--- src/rtl/axi_err_slv.sv ---
// AXI4 error slave: terminates every AR/AW with a fixed error response.
// Reads return len+1 constant beats. Writes are drained fully, then get one B.
// Request queues on both paths keep the crossbar from deadlocking.
module axi_err_slv #(
  parameter int unsigned                    AxiIdWidth   = 4,
  parameter int unsigned                    AxiAddrWidth = 32,
  parameter int unsigned                    AxiDataWidth = 64,
  parameter logic [1:0]                     RespCode     = 2'b11,
  parameter logic [AxiDataWidth-1:0]        ReadDataWord = '0,
  parameter int unsigned                    MaxReads     = 2,
  parameter int unsigned                    MaxWrites    = 2
) (
  input  logic                      clk,
  input  logic                      rstn,
  // read address
  input  logic [AxiIdWidth-1:0]     ar_id,
  input  logic [AxiAddrWidth-1:0]   ar_addr,
  input  logic [7:0]                ar_len,
  input  logic                      ar_valid,
  output logic                      ar_ready,
  // read data
  output logic [AxiIdWidth-1:0]     r_id,
  output logic [AxiDataWidth-1:0]   r_data,
  output logic [1:0]                r_resp,
  output logic                      r_last,
  output logic                      r_valid,
  input  logic                      r_ready,
  // write address
  input  logic [AxiIdWidth-1:0]     aw_id,
  input  logic [AxiAddrWidth-1:0]   aw_addr,
  input  logic [7:0]                aw_len,
  input  logic                      aw_valid,
  output logic                      aw_ready,
  // write data
  input  logic [AxiDataWidth-1:0]   w_data,
  input  logic [AxiDataWidth/8-1:0] w_strb,
  input  logic                      w_last,
  input  logic                      w_valid,
  output logic                      w_ready,
  // write response
  output logic [AxiIdWidth-1:0]     b_id,
  output logic [1:0]                b_resp,
  output logic                      b_valid,
  input  logic                      b_ready
);

  localparam int unsigned RqPtrW = (MaxReads > 1) ? $clog2(MaxReads) : 1;
  localparam int unsigned RqCntW = $clog2(MaxReads + 1);
  localparam int unsigned WqPtrW = (MaxWrites > 1) ? $clog2(MaxWrites) : 1;
  localparam int unsigned WqCntW = $clog2(MaxWrites + 1);

  typedef enum logic {
    RD_IDLE  = 1'b0,
    RD_BURST = 1'b1
  } rd_state_e;

  // Address, length-of-write and write payload carry no meaning for an error target.
  logic unused_c;
  assign unused_c = ^{ar_addr, aw_addr, aw_len, w_data, w_strb};

  // ---------------------------------------------------------------------------
  // Read request queue: FIFO of {id, len}
  // ---------------------------------------------------------------------------
  logic [AxiIdWidth-1:0] rq_id_q  [MaxReads];
  logic [7:0]            rq_len_q [MaxReads];
  logic [RqPtrW-1:0]     rq_wr_q, rq_rd_q;
  logic [RqCntW-1:0]     rq_cnt_q;
  logic                  rq_full_c, rq_empty_c, rq_push_c, rq_pop_c;

  assign rq_full_c  = (rq_cnt_q == RqCntW'(MaxReads));
  assign rq_empty_c = (rq_cnt_q == '0);
  assign rq_push_c  = ar_valid && !rq_full_c;

  // Read queue storage; contents need no reset because the count gates them.
  always_ff @(posedge clk) begin
    if (rq_push_c) begin
      rq_id_q[rq_wr_q]  <= ar_id;
      rq_len_q[rq_wr_q] <= ar_len;
    end
  end

  // Read queue pointers and occupancy.
  always_ff @(posedge clk) begin
    if (!rstn) begin
      rq_wr_q  <= '0;
      rq_rd_q  <= '0;
      rq_cnt_q <= '0;
    end else begin
      if (rq_push_c) rq_wr_q <= (rq_wr_q == RqPtrW'(MaxReads - 1)) ? '0 : rq_wr_q + RqPtrW'(1);
      if (rq_pop_c)  rq_rd_q <= (rq_rd_q == RqPtrW'(MaxReads - 1)) ? '0 : rq_rd_q + RqPtrW'(1);
      case ({rq_push_c, rq_pop_c})
        2'b10:   rq_cnt_q <= rq_cnt_q + RqCntW'(1);
        2'b01:   rq_cnt_q <= rq_cnt_q - RqCntW'(1);
        default: rq_cnt_q <= rq_cnt_q;
      endcase
    end
  end

  // ---------------------------------------------------------------------------
  // Read burst FSM
  // ---------------------------------------------------------------------------
  rd_state_e             rd_state_q, rd_state_d;
  logic [7:0]            beat_q, beat_d;
  logic [AxiIdWidth-1:0] rid_q, rid_d;

  // Read FSM state, beat counter and latched ID.
  always_ff @(posedge clk) begin
    if (!rstn) begin
      rd_state_q <= RD_IDLE;
      beat_q     <= '0;
      rid_q      <= '0;
    end else begin
      rd_state_q <= rd_state_d;
      beat_q     <= beat_d;
      rid_q      <= rid_d;
    end
  end

  // Next state: IDLE pops the head request, BURST counts beats down to zero.
  always_comb begin
    rd_state_d = rd_state_q;
    beat_d     = beat_q;
    rid_d      = rid_q;
    rq_pop_c   = 1'b0;
    case (rd_state_q)
      RD_IDLE: begin
        if (!rq_empty_c) begin
          rq_pop_c   = 1'b1;
          beat_d     = rq_len_q[rq_rd_q];
          rid_d      = rq_id_q[rq_rd_q];
          rd_state_d = RD_BURST;
        end
      end
      RD_BURST: begin
        if (r_ready) begin
          if (beat_q == 8'd0) rd_state_d = RD_IDLE;
          else                beat_d     = beat_q - 8'd1;
        end
      end
      default: rd_state_d = RD_IDLE;
    endcase
  end

  assign ar_ready = !rq_full_c;
  assign r_valid  = (rd_state_q == RD_BURST);
  assign r_last   = (rd_state_q == RD_BURST) && (beat_q == 8'd0);
  assign r_id     = rid_q;
  assign r_data   = ReadDataWord;
  assign r_resp   = RespCode;

  // ---------------------------------------------------------------------------
  // Write path: AW id queue and completed-W-burst counter, fully decoupled
  // ---------------------------------------------------------------------------
  logic [AxiIdWidth-1:0] wq_id_q [MaxWrites];
  logic [WqPtrW-1:0]     wq_wr_q, wq_rd_q;
  logic [WqCntW-1:0]     wq_cnt_q;
  logic [WqCntW-1:0]     wdone_q, wdone_d;
  logic                  wq_full_c, wq_empty_c, wq_push_c, b_hs_c, wlast_hs_c;

  assign wq_full_c  = (wq_cnt_q == WqCntW'(MaxWrites));
  assign wq_empty_c = (wq_cnt_q == '0);
  assign wq_push_c  = aw_valid && !wq_full_c;
  assign b_hs_c     = b_valid && b_ready;
  assign wlast_hs_c = w_valid && w_ready && w_last;

  // AW id storage; contents gated by the count, so no reset.
  always_ff @(posedge clk) begin
    if (wq_push_c) wq_id_q[wq_wr_q] <= aw_id;
  end

  // AW queue pointers and occupancy; a B handshake retires the head.
  always_ff @(posedge clk) begin
    if (!rstn) begin
      wq_wr_q  <= '0;
      wq_rd_q  <= '0;
      wq_cnt_q <= '0;
    end else begin
      if (wq_push_c) wq_wr_q <= (wq_wr_q == WqPtrW'(MaxWrites - 1)) ? '0 : wq_wr_q + WqPtrW'(1);
      if (b_hs_c)    wq_rd_q <= (wq_rd_q == WqPtrW'(MaxWrites - 1)) ? '0 : wq_rd_q + WqPtrW'(1);
      case ({wq_push_c, b_hs_c})
        2'b10:   wq_cnt_q <= wq_cnt_q + WqCntW'(1);
        2'b01:   wq_cnt_q <= wq_cnt_q - WqCntW'(1);
        default: wq_cnt_q <= wq_cnt_q;
      endcase
    end
  end

  // Completed-burst count: +1 on a last beat, -1 on a B handshake, both cancel.
  always_comb begin
    wdone_d = wdone_q;
    case ({wlast_hs_c, b_hs_c})
      2'b10:   wdone_d = wdone_q + WqCntW'(1);
      2'b01:   wdone_d = wdone_q - WqCntW'(1);
      default: wdone_d = wdone_q;
    endcase
  end

  // Completed-burst count register.
  always_ff @(posedge clk) begin
    if (!rstn) wdone_q <= '0;
    else       wdone_q <= wdone_d;
  end

  assign aw_ready = !wq_full_c;
  assign w_ready  = (wdone_q < WqCntW'(MaxWrites));
  assign b_valid  = !wq_empty_c && (wdone_q != '0);
  assign b_id     = wq_id_q[wq_rd_q];
  assign b_resp   = RespCode;

endmodule
--- config.mk ---
export PLATFORM = sky130hd
export DESIGN_NAME = axi_err_slv
export DESIGN_NICKNAME = d
export VERILOG_FILES = /design/src/rtl/axi_err_slv.sv
export SDC_FILE = /design/constraint.sdc
export NUM_CORES = 1
export LEC_CHECK = 0
export BUFFER_PORTS_ARGS = -buffer_cell sky130_fd_sc_hd__buf_4
export CORE_AREA = 2 2 97 99
export CTS_BUF_LIST = sky130_fd_sc_hd__clkbuf_4
export DETAILED_ROUTE_END_ITERATION = 8
export DIE_AREA = 0 0 99 101
export GPL_TIMING_DRIVEN = 0
export PLACE_DENSITY = 0.7
export SETUP_SLACK_MARGIN = 0.5
export SKIP_CTS_REPAIR_TIMING = 1
export SLEW_MARGIN = 15
export SYNTH_ARGS = -nofsm -noshare
export SYNTH_HDL_FRONTEND = slang
export SYNTH_SLANG_ARGS = --single-unit
export TNS_END_PERCENT = 30
--- constraint.sdc ---
create_clock -name clk -period 1.9 [get_ports clk]
set_input_delay 0.19 -clock clk [delete_from_list [all_inputs] [get_ports clk]]
set_output_delay 0.19 -clock clk [all_outputs]
set_load 0.05 [all_outputs]
* After elaboration in Yosys (flattened, before gate mapping)
Memory sizes are Yosys's and may differ from the RTL's. A register that Yosys moved wholly into a read port is not among the register bits. Cells that the tools add are included.
Cells by class: $add $sub $neg 11, order comparisons 1, equal/unequal tests 11, multiplexer cells 24, bitwise operators 2, reductions and logical operators 20
Operators by type and width (count):
- two-way mux 8 bit | 3
- two-way mux 1 bit | 16
- case mux 8 bit (2 select lines) | 1
- case mux 2 bit (2 select lines) | 3
- == test 2 bit, second input constant | 5
- zero test 8 bit | 1
- nonzero test 2 bit | 4
- subtractor 8 x 1 -> 8 bit, second input constant | 1
- logical AND 1 bit | 7
- adder 2 x 1 -> 2 bit, second input constant | 3
- == test 2 x 1 -> 1 bit, second input constant | 3
- inequality test 2 bit, second input constant | 3
- subtractor 2 x 1 -> 2 bit, second input constant | 3
- adder 1 bit, second input constant | 4
- zero test 1 bit | 4
- zero test 2 bit | 2
- AND reduction 3 bit | 1
- < comparator 2 bit, second input constant | 1
- inverter 1 bit | 2
- case mux 1 bit (2 select lines) | 1
- AND reduction 2 bit | 1
Storage, ports and cells: flip-flop bits (word level) 19, RAM bits 32, bits of input ports 168, output and inout bits 82, word-level logic and storage cells 81, memories kept 3
Memory list:
- rq_len_q | words 2, width 8, rd ports 1, clocked after memory_dff 1, wr ports 1, RTL line 65 | logic [7:0] rq_len_q [MaxReads];
- rq_id_q | words 2, width 4, rd ports 1, clocked after memory_dff 1, wr ports 1, RTL line 64 | logic [AxiIdWidth-1:0] rq_id_q [MaxReads];
- wq_id_q | words 2, width 4, rd ports 1, clocked after memory_dff 1, wr ports 1, RTL line 154 | logic [AxiIdWidth-1:0] wq_id_q [MaxWrites];

* Longest topological paths before layout
Gate-level depths: netlist of run 1.
word-level depth 6, mapped depth 7, mapped depth without buffers 6

* Least setup slack after synthesis of run 1
Ideal clock, no wire load.
path kind register -> register, start point register rq_cnt_q[0], end point memory rq_id_q[0][0], enable pin, arrival time 1.635 ns, path slack -0.116 ns, cell stages (with the launch flop) 4, clock period less this slack 2.016 ns, path through dfxtp_1 -> nand2b_1 -> nand2_1 -> nor2_1
Between the ends: longest elaborated chain between the ends 5
RTL lines:
- from (decl) | RTL line 67 | logic [RqCntW-1:0] rq_cnt_q;
- from (signal assigned) | RTL line 92 | 2'b10: rq_cnt_q <= rq_cnt_q + RqCntW'(1);
- from (signal assigned) | RTL line 93 | 2'b01: rq_cnt_q <= rq_cnt_q - RqCntW'(1);
- from (signal assigned) | RTL line 94 | default: rq_cnt_q <= rq_cnt_q;
- == test 2 bit | RTL line 70 | assign rq_full_c = (rq_cnt_q == RqCntW'(MaxReads));
- zero test 1 bit
- via ar_ready | RTL line 20 | output logic ar_ready,
- logical AND 1 bit | RTL line 72 | assign rq_push_c = ar_valid && !rq_full_c;
- two-way mux 1 bit | RTL line 76 | if (rq_push_c) begin
- two-way mux 1 bit (not written as such) | RTL line 77 | rq_id_q[rq_wr_q] <= ar_id;
- to (decl) | RTL line 64
The timed path passes the listed nets, and every way through them passes these cells.

* Worst setup path in the final report of run 1
start point register beat_q[0], end point output port r_last
Between the ends: longest elaborated chain between the ends 2
RTL lines:
- from (decl) | RTL line 103 | logic [7:0] beat_q, beat_d;
- from (signal assigned) | RTL line 114 | beat_q <= beat_d;
- zero test 8 bit | RTL line 146 | assign r_last = (rd_state_q == RD_BURST) && (beat_q == 8'd0);
- logical AND 1 bit | RTL line 146
- to (decl) | RTL line 25 | output logic r_last,
Every way passes these cells.

==> reports/qor.csv, run 1 <==
stage,metric,value,unit
sta,slack of the critical path,-0.0580,ns
synthesis,Synth Cell Area,0.00292,mm²
cells_and_area,# diodes,0,
synthesis,Yosys cell types,45,
placement,Placer Congestion,0.744,
detailed_routing,Final ANT Viol Nets,0,
global_routing,number of global-route vias before repair,1733,
placement,dpl ws,0.0668,ns
global_routing,first-pass GRT wire length,7.86,mm
pwr,Worst IR Drop VDD,0.000878,V
floorplan,die area,0.0100,mm²
worst_setup_path,Worst Path Required,1.71,ns
clock_network,TritonCTS clock tree,built,
sta,worst rel slew slack,0.594,
sta,Min Hold Slack,0.116,ns
placement,DP Area,0.00369,mm²
synthesis,cells after synthesis,261,
run,Max Cap Viol,0,
pwr,P per Cell Area,1360,mW/mm²
synthesis,Post-synth ARST share,0,
cells_and_area,Final Cell Area,0.00447,mm²
placement,post-DP HPWL,3.81,mm
cells_and_area,Area Growth Syn to Fin,53.0,%
clock_network,Worst-path clk slew,0.11,ns
detailed_routing,via count,2130,
global_routing,grt ovf,0,
clock_network,# H-tree levels,3,
sta,final period utilization,1.03,
worst_setup_path,crit path DAT,1.77,ns
sta,fin crit period,1.96,ns
floorplan,row count,35,
sta,pins over their slew limit,0,
detailed_routing,DRC Markers,0,
global_routing,antenna violations before repair,0,
synthesis,post-synthesis area per instance,11.2,µm²
sta,clock skew,0.00980,ns
floorplan,die height,101,µm
clock_network,CTS Sinks,57,
outcome,status,"complete, but fails checks",
cells_and_area,Final Util,0.498,
clock_network,TritonCTS Buffers,9,
detailed_routing,Avg WL per Cell,11.7,µm
cells_and_area,share of layout cells above drive strength 1,0.487,
clock_network,clk buf depth,2,
synthesis,sequential share of the synthesized area,0.500,
cells_and_area,Layout Nets,582,
detailed_routing,DR pass1 iterations,4,
global_routing,largest net degree at the start of global routing,13,
pwr,Tot Pwr,6.10,mW
worst_hold_path,worst min path class,in2reg,
sta,worst-margin pin slew,0.609,ns
outcome,failing checks,setup timing,
detailed_routing,WL final,6.18,mm
floorplan,core area,0.00898,mm²
floorplan,Initial Utilization,0.325,
synthesis,Syn. warnings,0,
detailed_routing,DRT iter0 DRCs,53,
sta,final hold violations,0,
worst_setup_path,CP Max Fanout,6,
sta,RSZ-0062 raised after global routing,yes,
floorplan,Die X,99,µm
synthesis,number of flops mapped to enable cells by yosys,32,
worst_setup_path,CP Launch Type,flop,
cells_and_area,Filler Cells Inserted,768,
detailed_routing,via-per-instance ratio,4.05,
synthesis,post-synthesis register bit count,57,
global_routing,Total GRT Usage,0.100,
pwr,Pleak,1.95,nW
floorplan,# IOs,250,
sta,FMAX,511,MHz
worst_setup_path,CP Capture Type,output port,
sta,Final setup viols,1,
placement,IO buf count,37,
clock_network,clk root buf,clkbuf_4,
worst_setup_path,Crit Path Category,reg2out,
synthesis,ys flop type,edfxtp_1,
clock_network,Skew-Pair Late Insertion Delay,0.40,ns
power by group:
part	internal (mW)	leakage, nW	total [mW]	switching [mW]
Sequential	1.63	0.512	1.89	0.259
Combinational	1.39	1.35	3.15	1.76
Clock	0.546	0.0871	1.06	0.513
Total	3.57	1.95	6.10	2.53
final timing paths:
check / start / to / slack (ns) / depth (start not counted)
max: beat_q[0]$_SDFFE_PN0P_ / r_last / -0.06 / 6
min: rstn / r_valid$_SDFF_PN0_ / 0.12 / 2
max reg2reg: wdone_q[0]$_SDFFE_PN0P_ / wdone_q[1]$_SDFFE_PN0P_ / 0.21 / 6
min reg2reg: beat_q[1]$_SDFFE_PN0P_ / beat_q[1]$_SDFFE_PN0P_ / 0.50 / 2
cell families (layout without fill, tap and decap cells):
group / after synthesis / after routing / synth area share
DFF: 57 / 57 / 0.500
muxes: 14 / 14 / 0.0501
and+or+nand+nor: 48 / 48 / 0.0904
buffers and inverters: 82 / 170 / 0.196
other: 2 / 68 / 0.00257
AOI/OAI and AO/OA: 44 / 44 / 0.113
xor gates and xnor gates: 10 / 10 / 0.0300
adders and majority gates: 4 / 4 / 0.0171
cell type report:
type	instances	area, µm²	share of cell area
Buffer	77	572	0.128
Clock buffer	9	67.6	0.0151
Clock inverter	7	103	0.0230
Inverter	5	22.5	0.00504
Multi-Input combinational cell	188	1440	0.322
Sequential cell	57	1500	0.335
Tap cell	111	139	0.0311
Timing Repair Buffer	72	629	0.141
stage by stage:
step / instances / TNS (ns)
floorplan: 327 / 0
detailed placement: 475 / 0
finish: 526 / -0.0580
CTS: 491 / -0.381
global placement: 475 / 0
global route: 526 / -0.125
per-layer routing:
layer,track usage,share of wire,vias to the layer above
met5,0,0,-
met4,0.0643,0.023,0
met3,0.0291,0.089,16
met2,0.163,0.51,106
met1,0.115,0.38,919
li1,-,-,1089
cell usage after synthesis (2+ instances only):
library cell,n,area share
or3_1,3,0.0064
nor2b_1,4,0.0086
xnor2_1,5,0.015
a21boi_0,2,0.0051
mux2i_1,9,0.031
o41ai_1,5,0.015
nor4_2,2,0.0086
a21oi_1,7,0.012
o21ai_0,5,0.0086
o22a_1,2,0.0060
ha_1,4,0.017
and3_1,2,0.0043
nand2b_1,3,0.0064
xor2_1,5,0.015
nand2_1,5,0.0064
a31oi_1,2,0.0043
a2111o_1,2,0.0077
dfxtp_1,25,0.17
buf_1,2,0.0026
conb_1,2,0.0026
mux2_2,5,0.019
nor2_1,22,0.028
a211oi_1,6,0.015
buf_2,2,0.0034
buf_4,68,0.17
clkbuf_1,4,0.0051
o311ai_0,5,0.015
edfxtp_1,32,0.33
inv_1,5,0.0064
sequential cells by signal, indices dropped and copies added, names as in the netlist, named ones only:
name and flops:
r_id 4, r_valid 1, wq_rd_q 1, wq_cnt_q 2, rq_wr_q 1, wdone_q 2, rq_rd_q 1, wq_id_q 8
rq_len_q 16, wq_wr_q 1, rq_id_q 8, beat_q 8, rq_cnt_q 2
worst max-delay path, stage by stage, from the launching register on:
cell and delay [ns]:
dfxtp_4 0.38, inv_2 0.07, ha_4 0.15, nand2_4 0.06
nor4b_4 0.38, buf_6 0.19, buf_8 0.15
layout by cell type (no fill, tap or decap), types with 4 or more instances in the layout:
cell	netlist	routed
a211oi_1	6	6
a21oi_1	7	5
buf_4	68	116
buf_6	1	5
buf_8	0	6
clkbuf_4	0	9
conb_1	2	68
dfxtp_1	25	13
dfxtp_2	0	4
dfxtp_4	0	8
dlygate4sd3_1	0	16
edfxtp_1	32	32
ha_4	0	4
mux2_4	0	4
mux2i_1	9	9
nor2_1	22	19
nor2_4	0	4
nor2b_1	4	4
o21ai_0	5	5
xor2_1	5	5
Note: power is estimated with default switching activity, not from simulation.
==> run 2, diff against run 1 <==
- CORE_AREA: 2 2 97 99 -> 2 2 96 98
- DIE_AREA: 0 0 99 101 -> 0 0 98 100
- PLACE_DENSITY: 0.7 -> 0.72
- clock period: 1.9 -> 2.3 ns (I/O delays scaled with it)
==> run 2 against run 1 <==
- the flow now finishes without violations
- clock skew is 0.0056 ns higher
- register-to-register slack better by 0.23 ns
- critical path depth stayed put
- sequential power is 21% lower
- power is 31% lower
- count of clock-buffer cells in the layout is 2 higher
- cell count is 2.5% lower
- die area is 2.0% lower
- critical path type unchanged
- sequential cell count stayed put
- final area is 11% lower
- clock power is 23% lower
==> reports/qor.csv, run 2 (synthesized netlist as in run 1, its figures left out) <==
stage,metric,value,unit
global_routing,largest net degree at the start of global routing,13,
worst_setup_path,crit path from,beat_q[1]$_SDFFE_PN0P_,
detailed_routing,via-per-instance ratio,4.08,
detailed_routing,DRC Markers,0,
pwr,cell-internal power,2.52,mW
worst_hold_path,worst min path class,in2reg,
floorplan,# IOs,250,
cells_and_area,FF+latch area,0.00146,mm²
detailed_routing,via count,2095,
cells_and_area,Layout Nets,569,
clock_network,TritonCTS clock tree,built,
global_routing,antenna violations before repair,0,
worst_setup_path,"Max stage delay cell, worst path",dfxtp_1,
sta,clock skew,0.0154,ns
placement,DP Area,0.00359,mm²
floorplan,row count,35,
pwr,Sw Ratio,0.400,
worst_setup_path,R2R cell count,5,
worst_setup_path,Crit path max-delay family,buffers and inverters,
worst_setup_path,crit path DAT,1.73,ns
sta,FMAX,509,MHz
global_routing,number of global-route vias before repair,1776,
pwr,Worst IR Drop VDD,0.000660,V
clock_network,# H-tree levels,3,
sta,Setup TNS,0,ns
sta,final hold violations,0,
clock_network,Worst-path clk slew,0.08,ns
pwr,P per Cell Area,1060,mW/mm²
clock_network,CTS Sinks,57,
pwr,part of the power in the clock network,0.194,
sta,fin crit period,1.96,ns
sta,worst-margin pin slew,0.632,ns
cells_and_area,share of layout cells above drive strength 1,0.366,
worst_setup_path,CP Max Fanout,7,
detailed_routing,WL final,5.17,mm
floorplan,core area,0.00889,mm²
cells_and_area,Largest Register,rq_len_q,
worst_setup_path,RR Startpoint,rq_cnt_q[0]$_SDFFE_PN0P_,
pwr,Pleak,1.79,nW
sta,worst rel slew slack,0.578,
cells_and_area,Final Util,0.447,
worst_setup_path,CP Launch Type,flop,
worst_setup_path,Buffers & Inverters on Critical Path,3,
cells_and_area,Final Cell Area,0.00397,mm²
floorplan,Initial Utilization,0.329,
floorplan,die area,0.00980,mm²
clock_network,clk buf depth,2,
pwr,sequential power share,0.356,
detailed_routing,DR pass1 iterations,4,
cells_and_area,Area Growth Syn to Fin,35.9,%
outcome,status,finished clean,
clock_network,clk root buf,clkbuf_4,
cells_and_area,footprint of the multi-input gates,0.00115,mm²
cells_and_area,# diodes,0,
worst_setup_path,Worst Path Required,2.07,ns
global_routing,first-pass GRT wire length,7.93,mm
worst_setup_path,CP Capture Type,output port,
worst_setup_path,RR Endpoint,rq_cnt_q[1]$_SDFFE_PN0P_,
cells_and_area,Largest register FFs,16,
detailed_routing,Final ANT Viol Nets,0,
pwr,Tot Pwr,4.20,mW
worst_hold_path,Worst Hold End,rq_id_q[1][3]$_DFFE_PP_,
clock_network,Skew-Pair Late Insertion Delay,0.40,ns
pwr,Net Switching,1.68,mW
worst_setup_path,CP cell instances,inv_1 -> ha_1 -> nand2_2 -> nor4b_4 -> buf_6 -> buf_6,
floorplan,die height,100,µm
worst_hold_path,hold path cells,1,
worst_setup_path,Crit Path Category,reg2out,
global_routing,grt ovf,0,
placement,IO buf count,37,
sta,pins over their slew limit,0,
worst_hold_path,HP Start,ar_id[3],
cells_and_area,most frequent cells in the layout,"buf_4, conb_1, edfxtp_1",
clock_network,TritonCTS Buffers,9,
placement,Placer Congestion,0.793,
detailed_routing,DRT iter0 DRCs,45,
worst_setup_path,Crit path top cell by count,buf_6,
floorplan,Die X,98,µm
run,Max Cap Viol,0,
worst_setup_path,R2R Setup Slk,0.44,ns
sta,final period utilization,0.853,
cells_and_area,Filler Cells Inserted,836,
detailed_routing,Avg WL per Cell,10.1,µm
sta,Final setup viols,0,
pwr,Comb power frac,0.451,
worst_setup_path,Crit path largest cell delay,0.36,ns
global_routing,Total GRT Usage,0.100,
cells_and_area,"commonest non-fill, non-tap cell in the layout",buf_4,
sta,RSZ-0062 raised after global routing,yes,
placement,post-DP HPWL,3.68,mm
[run 2: routing by layer]
| metal | global-route usage | vias to the layer above | wire (µm) |
|---|---|---|---|
| li1 | - | 1063 | - |
| met1 | 0.109 | 914 | 2070 |
| met2 | 0.172 | 110 | 2520 |
| met3 | 0.0341 | 8 | 483 |
| met4 | 0.0588 | 0 | 92 |
| met5 | 0 | - | 0 |
[run 2: worst register-to-register path, stage by stage (launching register included)]
cell	delay, ns
dfxtp_1	0.45
nor2_1	0.11
nor2_2	0.36
ha_1	0.35
or3_1	0.37
a21oi_1	0.15
[run 2: how the worst max path moves through the flow]
stage | to | slack (ns) | cells after the start
global placement | r_last | 0.46 | 6
finish | r_last | 0.34 | 6
CTS | r_last | -0.04 | 4
detailed placement | r_last | 0.42 | 4
floorplan | wq_cnt_q[1]$_SDFFE_PN0P_ | 0.37 | 5
global route | r_last | 0.26 | 6
[run 2: power groups by stage]
stage,logic (mW),clock network [mW],registers (mW)
5_1_grt,2.05,0.874,1.52
4_1_cts,1.76,0.839,1.48
3_5_place_dp,1.75,0,1.50
3_3_place_gp,1.71,0,1.49
2_1_floorplan,1.32,0,1.57
6_report,1.89,0.814,1.49
[run 2: layout make-up]
class / instances / area share
plain buffers: 77 / 0.140
clock buffers: 11 / 0.0208
clock inverters: 5 / 0.0183
inverters: 5 / 0.00473
multi-input cells: 188 / 0.291
flip-flops and latches: 57 / 0.369
well taps: 111 / 0.0350
repair buffers: 59 / 0.122
[run 2: per-stage QoR]
| step | worst slack, ns | hold WS [ns] | instances |
|---|---|---|---|
| floorplan | 0.374 | 0.329 | 327 |
| global placement | 0.461 | 0.415 | 475 |
| detailed placement | 0.418 | 0.417 | 475 |
| CTS | -0.0374 | -0.0212 | 491 |
| global route | 0.255 | 0.00178 | 513 |
| finish | 0.337 | 0.0272 | 513 |
==> run 3, diff against run 2 <==
- RECOVER_POWER: default -> 25
==> run 3 against run 2 <==
- clock power about the same
- critical path type unchanged
- cell count unchanged
- sequential share of layout area unchanged
- fmax about the same
- largest cell class unchanged
- first-iteration DRC count up 8.9%
- register-to-register slack about the same
- global-route usage unchanged
- sequential power about the same
- highest routed layer unchanged
==> reports/qor.csv, run 3 (synthesized netlist as in run 1, its figures left out) <==
stage,metric,value,unit
pwr,Pleak,1.79,nW
detailed_routing,DRT iter0 DRCs,49,
worst_setup_path,CP Capture Type,output port,
clock_network,CTS Sinks,57,
detailed_routing,DR pass1 iterations,5,
cells_and_area,# diodes,0,
worst_setup_path,crit path DAT,1.73,ns
cells_and_area,Layout Nets,569,
placement,Placer Congestion,0.793,
sta,final hold violations,0,
cells_and_area,most frequent cells in the layout,"buf_4, conb_1, edfxtp_1",
sta,worst-margin pin slew,0.631,ns
global_routing,largest net degree at the start of global routing,13,
pwr,Worst IR Drop VDD,0.000659,V
detailed_routing,Final ANT Viol Nets,0,
sta,Setup TNS,0,ns
worst_setup_path,Crit Path Category,reg2out,
global_routing,number of global-route vias before repair,1776,
clock_network,Worst-path clk slew,0.08,ns
clock_network,Skew-Pair Late Insertion Delay,0.39,ns
pwr,P per Cell Area,1060,mW/mm²
cells_and_area,Largest register FFs,16,
sta,fin crit period,1.96,ns
worst_setup_path,Crit path largest cell delay,0.36,ns
clock_network,clk buf depth,2,
sta,worst rel slew slack,0.579,
worst_setup_path,"Max stage delay cell, worst path",dfxtp_1,
clock_network,# H-tree levels,3,
floorplan,die area,0.00980,mm²
worst_setup_path,CP Launch Type,flop,
sta,slack of the critical path,0.338,ns
floorplan,row count,35,
floorplan,Die X,98,µm
worst_setup_path,Buffers & Inverters on Critical Path,3,
cells_and_area,Filler Cells Inserted,836,
floorplan,Initial Utilization,0.329,
detailed_routing,WL final,5.15,mm
placement,placed cell count,475,
cells_and_area,Non-Filler Instances,513,
detailed_routing,Avg WL per Cell,10.0,µm
worst_hold_path,worst min path class,in2reg,
sta,final period utilization,0.853,
clock_network,TritonCTS Buffers,9,
sta,RSZ-0062 raised after global routing,yes,
sta,FMAX,510,MHz
global_routing,antenna violations before repair,0,
worst_setup_path,Worst Path Required,2.07,ns
global_routing,first-pass GRT wire length,7.93,mm
clock_network,TritonCTS clock tree,built,
floorplan,core area,0.00889,mm²
sta,pins over their slew limit,0,
detailed_routing,via count,2105,
detailed_routing,via-per-instance ratio,4.10,
cells_and_area,Largest Register,rq_len_q,
sta,clock skew,0.0140,ns
cells_and_area,Final Util,0.447,
cells_and_area,Area Growth Syn to Fin,35.9,%
cells_and_area,share of layout cells above drive strength 1,0.366,
placement,dpl ws,0.418,ns
placement,IO buf count,37,
floorplan,die height,100,µm
clock_network,clk root buf,clkbuf_4,
worst_setup_path,Crit path top cell by count,buf_6,
run,Max Cap Viol,0,
worst_setup_path,Crit path max-delay family,buffers and inverters,
sta,Final setup viols,0,
placement,post-DP HPWL,3.68,mm
worst_setup_path,CP cell instances,inv_1 -> ha_1 -> nand2_2 -> nor4b_4 -> buf_6 -> buf_6,
worst_setup_path,CP Max Fanout,7,
global_routing,Total GRT Usage,0.100,
global_routing,grt ovf,0,
cells_and_area,"commonest non-fill, non-tap cell in the layout",buf_4,
outcome,status,finished clean,
detailed_routing,DRC Markers,0,
floorplan,# IOs,250,
[run 3: where the power goes]
part           internal [mW]  switching, mW
combinational          0.744           1.15
sequential              1.32          0.177
clock                  0.458          0.356
[run 3: layer usage]
metal / vias to the layer above / GRT usage / wire length, µm
li1: 1065 / - / -
met3: 8 / 0.0341 / 505
met1: 912 / 0.109 / 2030
met5: - / 0 / 0
met4: 0 / 0.0588 / 92
met2: 120 / 0.172 / 2520
[run 3: worst paths after layout]
check        cells after the start  slack [ns]                      from                        to
max                              6        0.34    beat_q[1]$_SDFFE_PN0P_                    r_last
max reg2reg                      5        0.44  rq_cnt_q[0]$_SDFFE_PN0P_  rq_cnt_q[1]$_SDFFE_PN0P_
min reg2reg                      2        0.52      r_id[0]$_SDFFE_PN0P_      r_id[0]$_SDFFE_PN0P_
min                              1        0.05                  ar_id[3]   rq_id_q[0][3]$_DFFE_PP_
[run 3: layout make-up]
| type | count | area [µm²] | area share |
|---|---|---|---|
| multi-input combinational | 188 | 1150 | 0.291 |
| timing repair buffer | 59 | 484 | 0.122 |
| inverter | 5 | 18.8 | 0.00473 |
| tap | 111 | 139 | 0.0350 |
| buffer | 77 | 554 | 0.140 |
| clock buffer | 11 | 82.6 | 0.0208 |
| clock inverter | 5 | 72.6 | 0.0183 |
| sequential | 57 | 1460 | 0.369 |
[run 3: stage by stage]
stage	hold slack (ns)	area, µm²	power (mW)
2_1_floorplan	0.329	3170	2.89
3_3_place_gp	0.415	3590	3.20
3_5_place_dp	0.417	3590	3.25
4_1_cts	-0.0212	3750	4.07
5_1_grt	0.0276	3970	4.44
6_report	0.0519	3970	4.20
